## src/rtl/st_pkt_rr_arb_pkg.sv

```systemverilog
// Shared definitions for the packet round-robin arbiter: FSM state encoding
// and the channel-index width helper.
package st_pkt_rr_arb_pkg;

    typedef enum logic {
        ST_IDLE = 1'b0,
        ST_BUSY = 1'b1
    } state_t;

    // Width of an index able to address n channels, never less than 1 bit.
    function automatic int unsigned clog2_min1(input int unsigned n);
        int unsigned w;
        w = 0;
        for (int unsigned i = 0; i < 32; i++) begin
            if ((64'd1 << i) < 64'(n)) begin
                w = i + 1;
            end
        end
        return (w == 0) ? 1 : w;
    endfunction

endpackage

```

## src/rtl/st_rr_sel.sv

```systemverilog
// Combinational round-robin selector: first requesting channel after last_grant,
// found by rotating a doubled request vector and priority-encoding the result.
module st_rr_sel
    import st_pkt_rr_arb_pkg::*;
#(
    parameter int unsigned CHNL_NUM = 4,
    parameter int unsigned CHNL_W   = clog2_min1(CHNL_NUM)
) (
    input  logic [CHNL_NUM-1:0] req,
    input  logic [CHNL_W-1:0]   last_grant,
    output logic [CHNL_W-1:0]   winner,
    output logic                any_req
);

    logic [2*CHNL_NUM-1:0] req2;
    logic [CHNL_NUM-1:0]   rot;
    int unsigned           start;
    int unsigned           offs;
    int unsigned           idx;

    always_comb begin
        req2  = {req, req};
        // start reaches CHNL_NUM when last_grant is the top channel; the doubled
        // vector makes that shift equivalent to a rotate by zero.
        start = 32'(last_grant) + 32'd1;
        rot   = CHNL_NUM'(req2 >> start);
        offs  = 0;
        for (int unsigned k = CHNL_NUM; k > 0; k--) begin
            if (rot[k-1]) begin
                offs = k - 1;
            end
        end
        idx = start + offs;
        if (idx >= CHNL_NUM) begin
            idx = idx - CHNL_NUM;
        end
        winner  = CHNL_W'(idx);
        any_req = |req;
    end

endmodule

```

## src/rtl/st_pkt_rr_arb.sv

```systemverilog
// Packet-level round-robin arbiter: holds a grant from first beat to tlast so
// channels never interleave, with a zero-latency payload mux to one output stream.
module st_pkt_rr_arb
    import st_pkt_rr_arb_pkg::*;
#(
    parameter int unsigned CHNL_NUM    = 4,
    parameter int unsigned TUSER_WIDTH = 128,
    parameter int unsigned TDATA_WIDTH = 256,
    parameter int unsigned CHNL_W      = clog2_min1(CHNL_NUM)
) (
    input  logic                            clk,
    input  logic                            rst_n,
    input  logic [CHNL_NUM-1:0]             s_axis_tvalid,
    input  logic [CHNL_NUM-1:0]             s_axis_tlast,
    input  logic [CHNL_NUM*TUSER_WIDTH-1:0] s_axis_tuser,
    input  logic [CHNL_NUM*TDATA_WIDTH-1:0] s_axis_tdata,
    output logic [CHNL_NUM-1:0]             s_axis_tready,
    output logic                            m_axis_tvalid,
    output logic                            m_axis_tlast,
    output logic [TUSER_WIDTH-1:0]          m_axis_tuser,
    output logic [TDATA_WIDTH-1:0]          m_axis_tdata,
    input  logic                            m_axis_tready,
    output logic [CHNL_W-1:0]               m_axis_tid
);

    state_t                  state;
    logic [CHNL_W-1:0]       grant;
    logic [CHNL_W-1:0]       last_grant;
    logic [CHNL_W-1:0]       winner;
    logic                    any_req;
    logic                    busy;
    logic                    sel_valid;
    logic                    sel_last;
    logic [TUSER_WIDTH-1:0]  sel_user;
    logic [TDATA_WIDTH-1:0]  sel_data;

    st_rr_sel #(
        .CHNL_NUM (CHNL_NUM),
        .CHNL_W   (CHNL_W)
    ) u_sel (
        .req        (s_axis_tvalid),
        .last_grant (last_grant),
        .winner     (winner),
        .any_req    (any_req)
    );

    always_ff @(posedge clk or negedge rst_n) begin
        if (!rst_n) begin
            state      <= ST_IDLE;
            grant      <= '0;
            last_grant <= CHNL_W'(CHNL_NUM - 1);
        end else begin
            case (state)
                ST_IDLE: begin
                    if (any_req) begin
                        grant <= winner;
                        state <= ST_BUSY;
                    end
                end
                ST_BUSY: begin
                    if (m_axis_tvalid && m_axis_tready && m_axis_tlast) begin
                        last_grant <= grant;
                        state      <= ST_IDLE;
                    end
                end
                default: state <= ST_IDLE;
            endcase
        end
    end

    // Loop-compare mux keeps indices beyond CHNL_NUM unselectable for any CHNL_NUM.
    always_comb begin
        busy      = (state == ST_BUSY);
        sel_valid = 1'b0;
        sel_last  = 1'b0;
        sel_user  = '0;
        sel_data  = '0;
        for (int unsigned i = 0; i < CHNL_NUM; i++) begin
            if (CHNL_W'(i) == grant) begin
                sel_valid = s_axis_tvalid[i];
                sel_last  = s_axis_tlast[i];
                sel_user  = s_axis_tuser[i*TUSER_WIDTH +: TUSER_WIDTH];
                sel_data  = s_axis_tdata[i*TDATA_WIDTH +: TDATA_WIDTH];
            end
        end

        m_axis_tvalid = busy & sel_valid;
        m_axis_tlast  = m_axis_tvalid & sel_last;
        m_axis_tuser  = m_axis_tvalid ? sel_user : '0;
        m_axis_tdata  = m_axis_tvalid ? sel_data : '0;
        m_axis_tid    = busy ? grant : '0;

        for (int unsigned i = 0; i < CHNL_NUM; i++) begin
            s_axis_tready[i] = busy && (CHNL_W'(i) == grant) && m_axis_tready;
        end
    end

endmodule

```

## config.mk

```make
export PLATFORM = sky130hd
export DESIGN_NAME = st_pkt_rr_arb
export DESIGN_NICKNAME = d
export VERILOG_FILES = /design/src/rtl/st_pkt_rr_arb_pkg.sv /design/src/rtl/st_rr_sel.sv /design/src/rtl/st_pkt_rr_arb.sv
export SDC_FILE = /design/constraint.sdc
export NUM_CORES = 1
export LEC_CHECK = 0
export ABC_CLOCK_PERIOD_IN_PS = 2850
export BUFFER_PORTS_ARGS = -buffer_cell sky130_fd_sc_hd__buf_2
export CORE_AREA = 2 2 753 755
export DETAILED_ROUTE_END_ITERATION = 16
export DIE_AREA = 0 0 755 757
export PLACE_DENSITY = 0.3
export SYNTH_ARGS = -nofsm -noshare
export SYNTH_HDL_FRONTEND = slang
export SYNTH_SLANG_ARGS = --single-unit
```

## constraint.sdc

```tcl
create_clock -name clk -period 2.85 [get_ports clk]
set_input_delay 0.57 -clock clk [delete_from_list [all_inputs] [get_ports clk]]
set_output_delay 0.57 -clock clk [all_outputs]
set_load 0.02 [all_outputs]
```

; Word-level counts from Yosys, hierarchy flattened
; Index checks and enable logic that the tools add are counted.
[word_totals]
reg_bits = 5
inputBits = 1547
output_inout_bits = 392
elab_cells = 55
[op_classes]
add_sub_neg = 3
order_cmp = 1
eq_ne = 3
shifts = 1
n_mux = 27
bitwise_logic = 3
reduce_logical = 14
[ops]
columns = operator, n
row1 = two-way mux 256 bit, 5
row2 = two-way mux 128 bit, 5
row3 = greater-or-equal comparator 32 x 3 -> 1 bit (second input constant), 1
row4 = right shift 8 x 32 -> 4 bit, 1
row5 = two-way mux 2 bit, 6
row6 = logical AND 1 bit, 10
row7 = two-way mux 1 bit, 10
row8 = adder 3 x 2 -> 4 bit, 1
row9 = == test 2 bit (first input constant), 2
row10 = AND reduction 2 bit, 2
row11 = OR reduction 4 bit, 1
row12 = adder 2 x 1 -> 3 bit (second input constant), 1
row13 = AND 1 bit, 2
row14 = == test 1 x 2 -> 1 bit (first input constant), 1
row15 = zero test 2 bit, 1
row16 = case mux 1 bit (2 select lines), 1
row17 = subtractor 2 x 1 -> 2 bit (second input constant), 1
row18 = NOT 1 bit, 1

; Depth between registers and ports, before layout
; Gate-level depths: netlist of run 1.
[depth]
ltp_word = 10
ltp_mapped = 9
depth_no_buf = 8

; Cells and area by module
; From an unflattened synthesis of run 1, not the netlist that was laid out.
[unflattened]
hier_cells = 957
hier_area_um2 = 12230.5
[modules_own_cells]
columns = module, instances, cells_each, area_each_um2, seq_area_each_um2
row1 = st_pkt_rr_arb, 1, 931, 12055.3, 127.6
row2 = st_rr_sel, 1, 26, 175.2, 0.0

; Least setup slack after synthesis of run 1
; No wires, ideal clock.
[synth_timing]
path_type = input to output
from = input s_axis_tvalid[3]
to = output m_axis_tdata[116]
arrival_time_ns = 1.846
required_ns = 2.280
setup_slack_ns = 0.434
stages = 6
n_path_buf = 4
path_cell_list = buf_2 -> mux4_2 -> buf_6 -> buf_6 -> clkbuf_1 -> and3_1
[synth_via]
elab_chain_len = 3
[synth_rtl]
columns = element, line
row1 = "start, declared", st_pkt_rr_arb.sv:13  ; input logic [CHNL_NUM-1:0] s_axis_tvalid,
row2 = two-way mux 1 bit, st_pkt_rr_arb.sv:79  ; if (CHNL_W'(i) == grant) begin
row3 = AND 1 bit, st_pkt_rr_arb.sv:87  ; m_axis_tvalid = busy & sel_valid;
row4 = two-way mux 256 bit, st_pkt_rr_arb.sv:90  ; m_axis_tdata = m_axis_tvalid ? sel_data : '0;
row5 = "end, declared", st_pkt_rr_arb.sv:21  ; output logic [TDATA_WIDTH-1:0] m_axis_tdata,
; No other way between the ends.

; Final worst setup path of run 1
[layout_timing]
from = register grant[0]
to = output m_axis_tdata[104]
[layout_via]
elab_chain_len = 7
elab_cells_between_ends = 14
cone_classes = eq/ne (3) / mux (9) / bitwise (1) / reduce/logical (1)
[layout_rtl]
columns = element, line
row1 = "start, declared", st_pkt_rr_arb.sv:27  ; logic [CHNL_W-1:0] grant;
row2 = "start signal, assigned", st_pkt_rr_arb.sv:56  ; grant <= winner;
row3 = zero test 2 bit, st_pkt_rr_arb.sv:79
row4 = two-way mux 1 bit (4 in a row), st_pkt_rr_arb.sv:79
row5 = AND 1 bit, st_pkt_rr_arb.sv:87
row6 = two-way mux 256 bit (*), st_pkt_rr_arb.sv:90
; Every way passes the cells marked *; elsewhere a longest branch is shown, timed or not.

==> results of run 1 <==
[critical path, delay by kind of cell (launching register included)]
kind          cells  cell delay (ps)
buf+inv           4              810
mux               1              700
simple gates      1              170
flops             1              510
[cells in the mapped netlist]
cell type / number / area share, %
and3_1: 386 / 19
mux4_2: 386 / 70
clkbuf_1: 76 / 2.3
buf_6: 38 / 3.4
buf_1: 29 / 0.87
buf_2: 29 / 1.2
nand2_1: 6 / 0.18
o21ai_0: 4 / 0.16
and2_1: 3 / 0.15
buf_4: 3 / 0.18
dfrtp_1: 3 / 0.60
nor2b_1: 3 / 0.15
nor3b_1: 3 / 0.18
clkbuf_2: 2 / 0.080
dfstp_2: 2 / 0.42
inv_1: 2 / 0.060
mux2_2: 2 / 0.18
nand2b_1: 2 / 0.10
nor3_1: 2 / 0.080
a21oi_1: 1 / 0.040
a2bb2oi_1: 1 / 0.070
a31oi_1: 1 / 0.050
and4_1: 1 / 0.070
ha_1: 1 / 0.10
mux2i_1: 1 / 0.080
nand4_1: 1 / 0.050
nor2_1: 1 / 0.030
o21a_1: 1 / 0.060
o221ai_1: 1 / 0.070
o22ai_1: 1 / 0.050
o31ai_1: 1 / 0.060
or3_1: 1 / 0.050
or4_1: 1 / 0.060
xor2_1: 1 / 0.070
[power by group through the flow]
stage               sequential (uW)  combinational [uW]  clock, uW
detailed placement              247               32800          0
floorplan                       127               15100          0
finish                          244               36300        230
global route                    249               37800        242
global placement                246               33100          0
CTS                             240               36600        233
[logic make-up (layout without fill, tap and decap cells)]
family | Yosys count | count (layout)
buffers and inverters | 179 | 2134
adders and majority gates | 1 | 1
and+or+nand+nor | 410 | 410
DFF | 5 | 5
other | 0 | 217
muxes | 389 | 389
AOI/OAI and AO/OA | 11 | 11
xor gates and xnor gates | 1 | 1
[what timing repair did]
item	4_1_cts	5_1_grt
hold endpoints to repair	0	0
cloned	14	5
gates resized for setup	258	50
endpoints found under the setup margin	385	386
pin swaps	6	2
buffers inserted	24	3
[through the flow]
| step | instances | util (%) | TNS [ps] |
|---|---|---|---|
| CTS | 10400 | 6.21 | -87510 |
| finish | 10700 | 6.35 | -98190 |
| global route | 10600 | 6.30 | -102730 |
| floorplan | 996 | - | 0 |
| detailed placement | 10400 | 5.89 | -33050 |
| global placement | 10400 | 5.89 | -31020 |
[area by class of cell]
class / instances / area (um2)
Antenna cell: 217 / 543
Clock buffer: 4 / 78.8
Fill cell: 66600 / 527000
Inverter: 2 / 7.51
Multi-Input combinational cell: 812 / 12000
Sequential cell: 5 / 139
Tap cell: 7506 / 9390
Timing Repair Buffer: 2128 / 13700
[sequential cells by signal, indices dropped and copies added (netlist names)]
name        cells
grant           2
busy            1
last_grant      2
[metal layers]
| layer | global-route usage, % | vias up | share of wire (%) |
|---|---|---|---|
| met5 | 0 | - | 0.51 |
| met4 | 2.91 | 356 | 3.4 |
| met3 | 7.61 | 1525 | 12 |
| met2 | 27.1 | 3009 | 48 |
| met1 | 16.7 | 11700 | 36 |
| li1 | - | 8605 | - |
[path summary, 6_finish.rpt]
| check | end | slack (ps) | depth (start not counted) |
|---|---|---|---|
| hold reg to reg | busy | 640 | 1 |
| max in group asynchronous | last_grant[0] | 2430 | 1 |
| setup / recovery | m_axis_tdata[104] | -360 | 6 |
| hold / removal | busy | 190 | 1 |
| min in group clk | busy | 640 | 1 |
| setup reg to reg | last_grant[1] | 440 | 6 |
==> reports/qor.txt, run 1 <==
Setup CP Type -> flop to primary output
Worst Setup SP -> grant[0]
Clock buffer count from CTS -> 3
Static Leak -> 0.0141 uW
Worst min path class -> primary input to async pin
Max clock buf depth -> 2
Nets -> 4500
Final setup viols -> 386
Crit. End Element -> primary output
Switch Pwr -> 21000 uW
Via density -> 2.36
Largest net degree at the start of global routing -> 88
P&R area growth vs syn -> 186%
CP peak stage delay -> 700 ps
Crit path cell chain -> mux4_4 > buf_16 > buf_12 > buf_12 > and3_1 > buf_2
Post-route antenna net violation count -> 0
Failing checks -> negative setup slack
Cell count after synthesis -> 996
Largest family of logic cells by synthesized area -> multiplexers
Synth Area in Adders -> 0.100%
Setup WS pre-CTS -> -232 ps
Distinct cells, synth -> 34
RSZ-0062 raised after global routing -> yes
Worst-Skew Late Latency -> 230 ps
DR vias -> 25200
Seq/Total Area, Yosys -> 1.02%
Final hold violation count -> 0
Final HPWL DP -> 437000 um
Final instance area -> 35800 um2
Clock slew at reported path FFs -> 30 ps
Final Max Tran Viols -> 0
Post-DR wirelength/cell -> 43.1 um
Die Y -> 757 um
Most common cell after layout, fill and taps aside -> buf_2
Worst setup SP type -> flop
Compound-Gate Fraction of Synth Area -> 0.560%
Final WS setup -> -361 ps
Post-synthesis mux area share -> 69.8%
Post-synthesis average cell area -> 12.6 um2
Final Skew -> 1.51 ps
PD cells -> 1030 nW/um2
Share of cells above drive strength 1 -> 89.6%
Clock sink total -> 5
Fmax -> 311 MHz
Hold Buf Count CTS -> 0
Starting density of the core -> 2.22%
Synth Net Count -> 2544
Total I/O pin count -> 1939
Simple-gate portion of the synthesized area -> 20.4%
Die Width -> 755 um
Total routed wirelength -> 460000 um
Crit path top cell by count -> buf_12
I/O Buffers -> 1938
Pre-Repair DR Iteration Count -> 5
Post-Syn Area -> 12500 um2
Worst slew margin -> 58.3%
Row count -> 276
Sequential Power Share -> 0.7%
Die ar. -> 572000 um2
Synth Area in XOR/XNOR -> 0.0700%
Final period util -> 113%
DRC marker count from the first detailed-route iteration -> 1860
Worst IR Drop VDD -> 0.640 mV
Core area -> 563000 um2
Worst hold slack -> 193 ps
Dpl cell area -> 33200 um2
Comb power frac -> 98.7%
Tot Pwr -> 36800 uW
Sw Ratio -> 57.2%
Worst EP required -> 2280 ps
Worst Path Max Fanout -> 18
Status -> complete, but fails checks
Critical path's slowest cell -> mux4_4
Global-route wire length before repair -> 510000 um
Seq cells post-synth -> 5
Maxcap violations -> 0
GRT overflow -> 0
Part of the power in the clock network -> 0.6%
TritonCTS clock tree -> yes
Crit path time final -> 3210 ps
Vias in the first global route -> 22700
Most frequent cells in the layout -> buf_2 (1816), mux4_2 (385), and3_1 (267)
Initial antenna violation count -> 835
H-tree depth -> 1
Root buf cell -> clkbuf_16
Detailed-route DRC error count -> 0
YS warnings -> 0
GPL Wtd Cong -> 0.893
Arrival time at the worst endpoint -> 2640 ps
Worst-margin pin slew -> 625 ps
Tot GR Track Use -> 15.4%
P_int -> 15700 uW
Reg2reg start -> grant[0]
(Power assumes the default switching activity.)
==> run 2: changes to the inputs <==
--- a/config.mk
+++ b/config.mk
@@ -6,10 +6,11 @@
 export NUM_CORES = 1
 export LEC_CHECK = 0
 export ABC_CLOCK_PERIOD_IN_PS = 2850
-export BUFFER_PORTS_ARGS = -buffer_cell sky130_fd_sc_hd__buf_2
-export CORE_AREA = 2 2 753 755
+export CAP_MARGIN = 30
+export CORE_AREA = 2 2 761 763
 export DETAILED_ROUTE_END_ITERATION = 16
-export DIE_AREA = 0 0 755 757
+export DIE_AREA = 0 0 763 765
+export DONT_BUFFER_PORTS = 1
 export PLACE_DENSITY = 0.3
 export SYNTH_ARGS = -nofsm -noshare
 export SYNTH_HDL_FRONTEND = slang
==> run 2 against run 1 <==
Sequential share of layout area grew 0.097 points. Critical endpoint is now m_axis_tuser[66]. Combinational power shrank 1%. Non-clock buffer count shrank 1836. First-iteration DRC count shrank 1.6%. The run still ends with negative setup slack left. Global-route usage shrank 0.11 points. Largest power group unchanged. Via count shrank 25%. Maximum frequency grew 8.9%. Utilization shrank 1.4 points. Highest routed layer unchanged.
==> reports/qor.txt, run 2 (synthesized netlist as in run 1, its figures left out) <==
Die Width -> 763 um
Die ar. -> 584000 um2
Total routed wirelength -> 474000 um
Final Max Tran Viols -> 0
Final HPWL DP -> 450000 um
I/O Buffers -> 0
Reg2reg start -> grant[0]
Tot GR Track Use -> 15.3%
Failing checks -> negative setup slack
DR vias -> 18800
Worst IR Drop VDD -> 0.702 mV
Register Area -> 139 um2
Final period util -> 103%
Final setup viols -> 101
GRT overflow -> 0
Fmax -> 339 MHz
Clock buffer count from CTS -> 3
P&R area growth vs syn -> 129%
Crit path time final -> 2950 ps
GPL Wtd Cong -> 1.03
Nets -> 2664
Global-route wire length before repair -> 505000 um
Post-route antenna net violation count -> 0
Worst EP required -> 2280 ps
Largest net degree at the start of global routing -> 72
Starting density of the core -> 2.17%
Final Skew -> 0.176 ps
RSZ-0062 raised after global routing -> yes
Row count -> 279
Maxcap violations -> 0
Final instance area -> 28700 um2
Crit path top cell by count -> buf_12
PD cells -> 1260 nW/um2
Root buf cell -> clkbuf_16
Worst-margin pin slew -> 551 ps
Dpl cell area -> 25000 um2
Crit path cell chain -> mux4_4 > buf_12 > buf_16 > buf_8 > and3_4 > buf_12
Worst Setup SP -> grant[0]
Die Y -> 765 um
Worst setup SP type -> flop
Post-DR wirelength/cell -> 52.8 um
Detailed-route DRC error count -> 0
Clock slew at reported path FFs -> 30 ps
Worst slew margin -> 63.3%
Most frequent cells in the layout -> mux4_2 (385), and3_4 (267), buf_12 (177)
Most common cell after layout, fill and taps aside -> mux4_2
Worst-Skew Late Latency -> 220 ps
Crit path buf inv count -> 4
Total I/O pin count -> 1939
Max clock buf depth -> 2
Arrival time at the worst endpoint -> 2380 ps
Core area -> 576000 um2
H-tree depth -> 1
TritonCTS clock tree -> yes
Vias in the first global route -> 14700
Non-filler instance count after layout -> 8991
Area of the multi-input gates -> 12800 um2
DRC marker count from the first detailed-route iteration -> 1830
Final WS setup -> -99.4 ps
Clock sink total -> 5
Hold Buf Count CTS -> 0
Status -> complete, but fails checks
Initial antenna violation count -> 982
Pre-Repair DR Iteration Count -> 6
Via density -> 2.09
Static Leak -> 0.00682 uW
Setup CP Type -> flop to primary output
Crit. End Element -> primary output
Worst min path class -> primary input to async pin
CP peak stage delay -> 660 ps
Fillers -> 67500
Largest delay contributor family on the critical path -> buffers and inverters
Critical path's slowest cell -> mux4_4
Worst Path Max Fanout -> 6
# placed instances -> 8638
Final hold violation count -> 0
Share of cells above drive strength 1 -> 88.7%
-- run 2: cell count changes in the layout (fill, tap and decap cells not counted), moves of 2 or more --
| cell | before | now |
|---|---|---|
| and3_1 | 267 | 85 |
| and3_2 | 1 | 34 |
| and3_4 | 118 | 267 |
| buf_12 | 108 | 177 |
| buf_16 | 23 | 28 |
| buf_2 | 1816 | 0 |
| buf_4 | 108 | 44 |
| buf_6 | 55 | 13 |
| buf_8 | 12 | 8 |
| bufbuf_16 | 2 | 0 |
| clkbuf_16 | 7 | 25 |
| diode_2 | 217 | 289 |
-- run 2: metrics by stage --
step	total power (uW)	util, %	TNS [ps]	setup slack (ps)	hold slack, ps
2_1_floorplan	15300	-	0	434	274
3_3_place_gp	31600	4.35	0	12.8	277
3_5_place_dp	31500	4.35	0	6.13	277
4_1_cts	33700	4.53	-4360	-89.8	41.0
5_1_grt	37700	4.90	-9120	-93.7	34.3
6_report	36200	4.98	-2580	-99.4	41.4
-- run 2: timing repair --
| item | 4_1_cts | 5_1_grt |
|---|---|---|
| cloned | 9 | 23 |
| pin swaps | 1 | 11 |
| setup endpoints to repair | 298 | 241 |
| resized for setup | 235 | 304 |
| setup buffers | 5 | 23 |
| hold endpoints to repair | 0 | 0 |
-- run 2: final timing paths --
kind,end,slack [ps],depth (start not counted)
worst max register to register,last_grant[1],300,7
worst max-delay path,m_axis_tuser[66],-100,6
worst min-delay path,grant[0],40,0
max in group asynchronous,last_grant[1],2640,0
min in group clk,busy,670,2
worst min register to register,last_grant[0],670,1
-- run 2: worst reg2reg max path, delay by kind of cell, from the launching register on --
family | cells | cell delay (ps)
buffers and inverters | 4 | 790
and+or+nand+nor | 1 | 150
muxes | 2 | 1110
DFF | 1 | 430
-- run 2: final cells by class --
| class | count | share of cell area (%) |
|---|---|---|
| Inverter | 2 | 0.0262 |
| Clock buffer | 4 | 0.275 |
| Sequential cell | 5 | 0.485 |
| Tap cell | 7587 | 33.1 |
| Timing Repair Buffer | 292 | 19.1 |
| Multi-Input combinational cell | 812 | 44.5 |
| Antenna cell | 289 | 2.52 |
-- run 2: per-layer routing --
layer / wire length (um) / GRT usage (%) / part of all wire, % / up-vias
met5: 3060 / 0 / 0.65 / -
met4: 15200 / 1.73 / 3.2 / 454
met3: 67500 / 9.77 / 14 / 1762
met2: 234000 / 28.0 / 49 / 3040
met1: 155000 / 14.9 / 33 / 8532
li1: - / - / - / 5024
-- run 2: where the power goes --
part	total [uW]	switching [uW]	internal [uW]
Sequential	181	53.8	127
Combinational	35800	20100	15700
Clock	226	40.9	185
